==> config.mk <==
export PLATFORM = sky130hd
export DESIGN_NAME = red_pitaya_dac_shaper
export DESIGN_NICKNAME = d
export VERILOG_FILES = /design/src/rtl/red_pitaya_dac_shaper_pkg.sv /design/src/rtl/red_pitaya_dac_slew.sv /design/src/rtl/red_pitaya_dac_shaper.sv
export SDC_FILE = /design/constraint.sdc
export NUM_CORES = 1
export LEC_CHECK = 0
export CAP_MARGIN = 5
export CORE_ASPECT_RATIO = 0.8
export CORE_MARGIN = 3
export CORE_UTILIZATION = 60
export CTS_CLUSTER_DIAMETER = 150
export DETAILED_ROUTE_END_ITERATION = 8
export GPL_TIMING_DRIVEN = 0
export PLACE_DENSITY = 0.86
export RECOVER_POWER = 25
export SLEW_MARGIN = 25
export SYNTH_ARGS = -nofsm -noshare
export SYNTH_HDL_FRONTEND = slang
export SYNTH_SLANG_ARGS = --single-unit
==> constraint.sdc <==
create_clock -name dac_clk_i -period 9.7 [get_ports dac_clk_i]
set_input_delay 0.97 -clock dac_clk_i [delete_from_list [all_inputs] [get_ports dac_clk_i]]
set_output_delay 0.97 -clock dac_clk_i [all_outputs]
set_load 0.05 [all_outputs]
==> src/rtl/red_pitaya_dac_shaper_pkg.sv <==
// Shared constants for the DAC output conditioning stage: envelope FSM encoding,
// unity envelope and output saturation limits.
package red_pitaya_dac_shaper_pkg;

   typedef enum logic [1:0] {
      ST_OFF = 2'd0,
      ST_UP  = 2'd1,
      ST_RUN = 2'd2,
      ST_DN  = 2'd3
   } env_state_t;

   localparam logic        [14:0] ENV_ONE = 15'd16384;
   localparam logic signed [13:0] DAC_MAX = 14'sd8191;
   localparam logic signed [13:0] DAC_MIN = 14'sh2000;

endpackage

==> src/rtl/red_pitaya_dac_slew.sv <==
// Output slew-rate limiter: moves the registered output toward the target by at
// most `limit` LSB per cycle; limit 0 passes the target straight through.
module red_pitaya_dac_slew (
   input  logic        dac_clk_i,
   input  logic        dac_rstn_i,
   input  logic [13:0] target,
   input  logic [13:0] limit,
   output logic [13:0] dac_o
);

   logic signed [14:0] diff;
   logic signed [14:0] lim_pos;
   logic signed [14:0] lim_neg;
   logic signed [14:0] step;
   logic        [13:0] dac_d;

   always_comb begin
      diff    = $signed({target[13], target}) - $signed({dac_o[13], dac_o});
      lim_pos = $signed({1'b0, limit});
      lim_neg = -lim_pos;
      step    = diff;
      if (diff > lim_pos) begin
         step = lim_pos;
      end else if (diff < lim_neg) begin
         step = lim_neg;
      end
      // target is in range, so a clamped step toward it never overflows
      if (limit == '0) begin
         dac_d = target;
      end else begin
         dac_d = 14'($signed({dac_o[13], dac_o}) + step);
      end
   end

   always_ff @(posedge dac_clk_i or negedge dac_rstn_i) begin
      if (!dac_rstn_i) begin
         dac_o <= '0;
      end else begin
         dac_o <= dac_d;
      end
   end

endmodule

==> src/rtl/red_pitaya_dac_shaper.sv <==
// Per-channel DAC conditioning: calibration gain/offset with saturation,
// soft-start/stop envelope, slew limiting and clip statistics.
//
// state | meaning
// OFF   | output muted, env held at 0, waiting for enable
// UP    | env ramping toward unity by cfg_ramp_i per cycle
// RUN   | env at unity
// DN    | env ramping toward 0 by cfg_ramp_i per cycle
module red_pitaya_dac_shaper
   import red_pitaya_dac_shaper_pkg::*;
(
   input  logic        dac_clk_i,
   input  logic        dac_rstn_i,
   input  logic [13:0] dat_i,
   input  logic [15:0] cfg_gain_i,
   input  logic [13:0] cfg_ofs_i,
   input  logic        cfg_en_i,
   input  logic [14:0] cfg_ramp_i,
   input  logic [13:0] cfg_slew_i,
   input  logic        cfg_clr_i,
   output logic [13:0] dac_o,
   output logic [1:0]  state_o,
   output logic        ramp_done_o,
   output logic [15:0] sat_cnt_o
);

   localparam logic signed [17:0] S2_HI = 18'(DAC_MAX);
   localparam logic signed [17:0] S2_LO = 18'(DAC_MIN);

   env_state_t         state_q, state_d;
   logic        [14:0] env_q, env_d;
   logic               done_q, done_d;
   logic        [16:0] env_up;
   logic signed [16:0] env_dn;

   logic signed [30:0] p1;
   logic signed [16:0] s1_q;
   logic signed [17:0] s2_sum;
   logic signed [13:0] s2_d, s2_q;
   logic               sat2;
   logic signed [29:0] p3;
   logic signed [13:0] s3_q;
   logic        [15:0] sat_cnt_q;

   assign p1     = 31'($signed(dat_i)) * 31'($signed({1'b0, cfg_gain_i}));
   assign s2_sum = 18'(s1_q) + 18'($signed(cfg_ofs_i));
   assign p3     = 30'(s2_q) * 30'($signed({1'b0, env_q}));

   always_comb begin
      s2_d = s2_sum[13:0];
      sat2 = 1'b0;
      if (s2_sum > S2_HI) begin
         s2_d = DAC_MAX;
         sat2 = 1'b1;
      end else if (s2_sum < S2_LO) begin
         s2_d = DAC_MIN;
         sat2 = 1'b1;
      end
   end

   always_ff @(posedge dac_clk_i or negedge dac_rstn_i) begin
      if (!dac_rstn_i) begin
         s1_q      <= '0;
         s2_q      <= '0;
         s3_q      <= '0;
         sat_cnt_q <= '0;
      end else begin
         s1_q <= 17'(p1 >>> 14);
         s2_q <= s2_d;
         s3_q <= 14'(p3 >>> 14);
         if (cfg_clr_i) begin
            sat_cnt_q <= '0;
         end else if (sat2 && (sat_cnt_q != 16'hFFFF)) begin
            sat_cnt_q <= sat_cnt_q + 16'd1;
         end
      end
   end

   // A reversal of cfg_en_i is tested before ramp completion so it always wins.
   always_comb begin
      state_d = state_q;
      env_d   = env_q;
      done_d  = 1'b0;
      env_up  = {2'b00, env_q} + {2'b00, cfg_ramp_i};
      env_dn  = $signed({2'b00, env_q}) - $signed({2'b00, cfg_ramp_i});
      case (state_q)
         ST_OFF: begin
            env_d = '0;
            if (cfg_en_i) state_d = ST_UP;
         end
         ST_UP: begin
            if (!cfg_en_i) begin
               state_d = ST_DN;
            end else if ((cfg_ramp_i == '0) || (env_up >= 17'(ENV_ONE))) begin
               env_d   = ENV_ONE;
               state_d = ST_RUN;
               done_d  = 1'b1;
            end else begin
               env_d = env_up[14:0];
            end
         end
         ST_RUN: begin
            env_d = ENV_ONE;
            if (!cfg_en_i) state_d = ST_DN;
         end
         ST_DN: begin
            if (cfg_en_i) begin
               state_d = ST_UP;
            end else if ((cfg_ramp_i == '0) || (env_dn <= 17'sd0)) begin
               env_d   = '0;
               state_d = ST_OFF;
               done_d  = 1'b1;
            end else begin
               env_d = env_dn[14:0];
            end
         end
         default: begin
            env_d   = '0;
            state_d = ST_OFF;
         end
      endcase
   end

   always_ff @(posedge dac_clk_i or negedge dac_rstn_i) begin
      if (!dac_rstn_i) begin
         state_q <= ST_OFF;
         env_q   <= '0;
         done_q  <= 1'b0;
      end else begin
         state_q <= state_d;
         env_q   <= env_d;
         done_q  <= done_d;
      end
   end

   red_pitaya_dac_slew u_slew (
      .dac_clk_i  (dac_clk_i),
      .dac_rstn_i (dac_rstn_i),
      .target     (s3_q),
      .limit      (cfg_slew_i),
      .dac_o      (dac_o)
   );

   assign state_o     = state_q;
   assign ramp_done_o = done_q;
   assign sat_cnt_o   = sat_cnt_q;

endmodule

==> summary.md <==
| Metric | Value |
|---|---|
| Height of the die | `177 um` |
| Max-cap violations | `2` |
| Routed length per instance | `18.3 um` |
| Outcome | `finished, violations left` |
| Critical path class | `input port to register` |
| Hold depth | `2` |
| Drt total wl | `between 50 and 60 mm` |
| Slew Viols, Final | `between 90 and 100` |
| Crit start category | `input port` |
| Setup bufs post-CTS | `0` |
| Routed vias/inst | `5.82` |
| Final Cycle Share | `82.4%` |
| R2r worst-path depth | `30` |
| Initial antenna violation count | `1` |
| FF+latch count, synth | `93` |
| Placer Congestion | `between 1 and 1.5` |
| CTS Hold Buffers Added | `0` |
| Highest clock rate | `approximately 130 MHz` |
| Area contributors post-synth | `fa_1 (29%), ha_1 (18%), dfrtp_1 (11%)` |
| Post-synth EDFFs | `0` |
| Number of distinct library cells after synthesis | `92` |
| Relative slew margins | `-117%` |
| Vias | `between 15000 and 20000` |
| Post-synthesis sequential area ratio | `10.6%` |
| Worst-case clock buffer depth | `2` |
| Crit path required time | `9.93 ns` |
| Final Hold Viols | `0` |
| Row cnt | `62` |
| First-pass GRT wire length | `93.3 mm` |
| R2r startpoint | `u_slew.dac_o[1]$_DFF_PN0_` |
| Syn nets | `between 3000 and 4000` |
| CTS H-tree lvls | `3` |
| CP Data Arrival Time | `around 8 ns` |
| HP Start | `s3_q[8]$_DFF_PN0_` |
| Clk pin slew, worst setup/hold paths | `0.08 ns` |
| Ys Warns | `0` |
| Sequential Area | `2330 um2` |
| Clk_lat worst skew | `0.37 ns` |
| R2R Setup Slk | `~1.8 ns` |
| Dpl hpwl | `roughly 47 mm` |
| Syn Std Cell Area | `22100 um2` |
| Total core area | `36100 um2` |
| Critical path fanouts, max | `10` |
| Syn Area/Cell | `8.84 um2` |
| 1st-iter DRT viols | `1360` |
| Total GRT Usage | `29.9%` |
| Unrepaired setup endpoints after global routing | `false` |
| I/O pins | `110` |
| Multi-input logic area | `~18000 um2` |
| Initial core utilization | `61.1%` |
| Tightest Pin Transition | `between 3 and 4 ns` |
| GRT overflow | `0` |
| Port buffer count | `roughly 110` |
| Root Driver | `clkbuf_16` |
| Layout area overhead | `9.02%` |
| Die ar. | `39100 um2` |
| Sink Count | `between 90 and 100` |
| Tmin final | `between 7 and 8 ns` |
| Post-synth top area share | `29.3%` |
| First drt pass iteration count | `7` |
| Failing checks | `max-capacitance violations, max-slew violations` |
| Routed Antenna Nets | `0` |
| Max Clock Skew | `0.0132 ns` |
| Worst flop-to-flop path endpoint | `u_slew.dac_o[12]$_DFF_PN0_` |
| End of the worst hold path | `u_slew.dac_o[8]$_DFF_PN0_` |
| FFs w/ async S/R, synth | `100%` |
| DRC errors left | `0` |
| Die width | `220 um` |
| Setup tns final | `0 ns` |
| Synth area leader | `fa_1` |
| # resized after CTS | `0` |
| Filler cell count | `approximately 2900` |
| CTS tree | `done` |
| Beginning of the critical path | `cfg_gain_i[7]` |
| Ys flop type | `dfrtp_1` |
| Vias in the first global route | `18464` |
| TritonCTS Buffers | `9` |
| Share of cells above drive strength 1 | `2.29%` |
| Number of setup violations in the final report | `0` |
| Critical path endpoint category | `register` |
| Post-Synthesis Cells | `between 2000 and 2500` |
| Hold Crit Class | `register to register` |
| NumNets Final | `between 3000 and 4000` |
| Pin count of the biggest net entering global routing | `61` |
==> stage by stage <==
stage / cells / cell area (um2) / setup WS (ns) / hold WS, ns / utilization (%)
6_report: 3100 / 24000 / 1.71 / 0.486 / 66.6
5_1_grt: 3100 / 24000 / 1.45 / 0.516 / 66.6
4_1_cts: 3099 / 24100 / 1.89 / 0.483 / 66.7
2_1_floorplan: 2495 / 22100 / 3.11 / 0.443 / -
3_5_place_dp: 3083 / 23800 / 1.54 / 0.472 / 65.9
3_3_place_gp: 3082 / 23700 / 1.70 / 0.459 / 65.8
==> placed cells by master (no fill, tap or decap), types with 6 or more instances in the layout <==
| cell type | n |
|---|---|
| and3_1 | 10 |
| mux2i_1 | 10 |
| nand4_1 | 10 |
| fa_1 | 323 |
| o21bai_1 | 23 |
| a21oi_1 | 86 |
| nand2b_1 | 28 |
| a211o_1 | 6 |
| nor2_1 | 114 |
| a311oi_1 | 7 |
| ha_1 | 312 |
| nor2b_1 | 13 |
| dfrtp_1 | 93 |
| xnor2_1 | 58 |
| o21a_1 | 15 |
| clkbuf_1 | 76 |
| o31ai_1 | 10 |
| o211ai_1 | 15 |
| or3_1 | 21 |
| nor3_1 | 20 |
| o21ai_0 | 53 |
| clkdlybuf4s50_1 | 106 |
| a211oi_1 | 13 |
| a31oi_1 | 8 |
| nand3_1 | 18 |
| nand2_1 | 274 |
| xor2_1 | 36 |
| inv_1 | 456 |
| clkbuf_16 | 9 |
| a21o_1 | 34 |
| o21ai_1 | 14 |
| a22oi_1 | 8 |
| and2_1 | 211 |
==> Yosys cell counts, types with 5 or more instances <==
cell type	number
inv_1	456
fa_1	323
ha_1	312
nand2_1	274
and2_1	211
nor2_1	114
dfrtp_1	93
a21oi_1	86
clkbuf_1	74
xnor2_1	58
o21ai_0	53
xor2_1	36
a21o_1	34
nand2b_1	28
o21bai_1	23
or3_1	21
nor3_1	20
nand3_1	18
o211ai_1	15
o21a_1	15
o21ai_1	14
a211oi_1	13
nor2b_1	13
and3_1	10
mux2i_1	10
nand4_1	10
o31ai_1	10
a22oi_1	8
a31oi_1	8
a311oi_1	7
a211o_1	6
a221oi_1	5
a22o_1	5
and4_1	5
buf_2	5
nor4_1	5
==> worst max-delay path, cell delays in order <==
cell and delay [ns]:
clkdlybuf4s50_1 0.53, clkbuf_1 0.30, and2_1 0.23, fa_1 0.53
inv_1 0.05, fa_1 0.49, inv_1 0.06, fa_1 0.49
inv_1 0.05, fa_1 0.54, inv_1 0.05, fa_1 0.52
fa_1 0.46, ha_1 0.33, and4_1 0.18, a221oi_1 0.69
nor2_1 0.22, a41o_1 0.38, o21ai_0 0.42, a21boi_0 0.26
o21a_1 0.25, nor3_1 0.16, nor2_1 0.07
==> cell type report <==
type	instances	area share, %
antenna	1	0.0104
buffer	85	1.46
clock buffer	9	0.937
clock inverter	7	0.380
inverter	458	7.15
multi-input combinational	1859	73.4
sequential	93	9.68
tap	480	2.50
timing repair buffer	108	4.44
==> registers in the layout, summed over array words and instances, names as in the netlist <==
| register | flops |
|---|---|
| s1_q | 17 |
| sat_cnt_o | 16 |
| env_q | 15 |
| s2_q | 14 |
| s3_q | 14 |
| u_slew.dac_o | 14 |
| state_o | 2 |
| ramp_done_o | 1 |
==> worst max path at each step <==
stage | end | slack (ns) | cells after the start
6_report | s1_q[14]$_DFF_PN0_ | 1.71 | 23
5_1_grt | s1_q[14]$_DFF_PN0_ | 1.45 | 23
4_1_cts | s1_q[14]$_DFF_PN0_ | 1.89 | 23
3_5_place_dp | s1_q[14]$_DFF_PN0_ | 1.54 | 23
3_3_place_gp | s1_q[14]$_DFF_PN0_ | 1.70 | 23
2_1_floorplan | s1_q[14]$_DFF_PN0_ | 3.11 | 22
==> metal layers <==
layer  track usage [%]  up-vias  part of all wire, %
li1                  -     8241                    -
met1              42.0     8890                   43
met2              47.5      785                   46
met3              5.87      123                  8.5
met4              8.18        0                  2.6
met5                 0        -                    0
==> cells by family (layout without fill, tap and decap cells) <==
logic type / count (synthesis) / in the layout / synth area share, %
multiplexers: 15 / 15 / 0.760
other: 0 / 1 / 0
AND/OR/NAND/NOR: 750 / 750 / 17.0
flip-flops: 93 / 93 / 10.6
buffers and inverters: 543 / 667 / 9.39
XOR/XNOR: 94 / 94 / 3.73
adder cells (fa/ha/maj): 636 / 636 / 47.1
AO/OA/AOI/OAI: 364 / 364 / 11.5
Power is left out: the tool's default activity adds up to more than one toggle a clock period on the data nets, which glitch-free logic cannot reach.
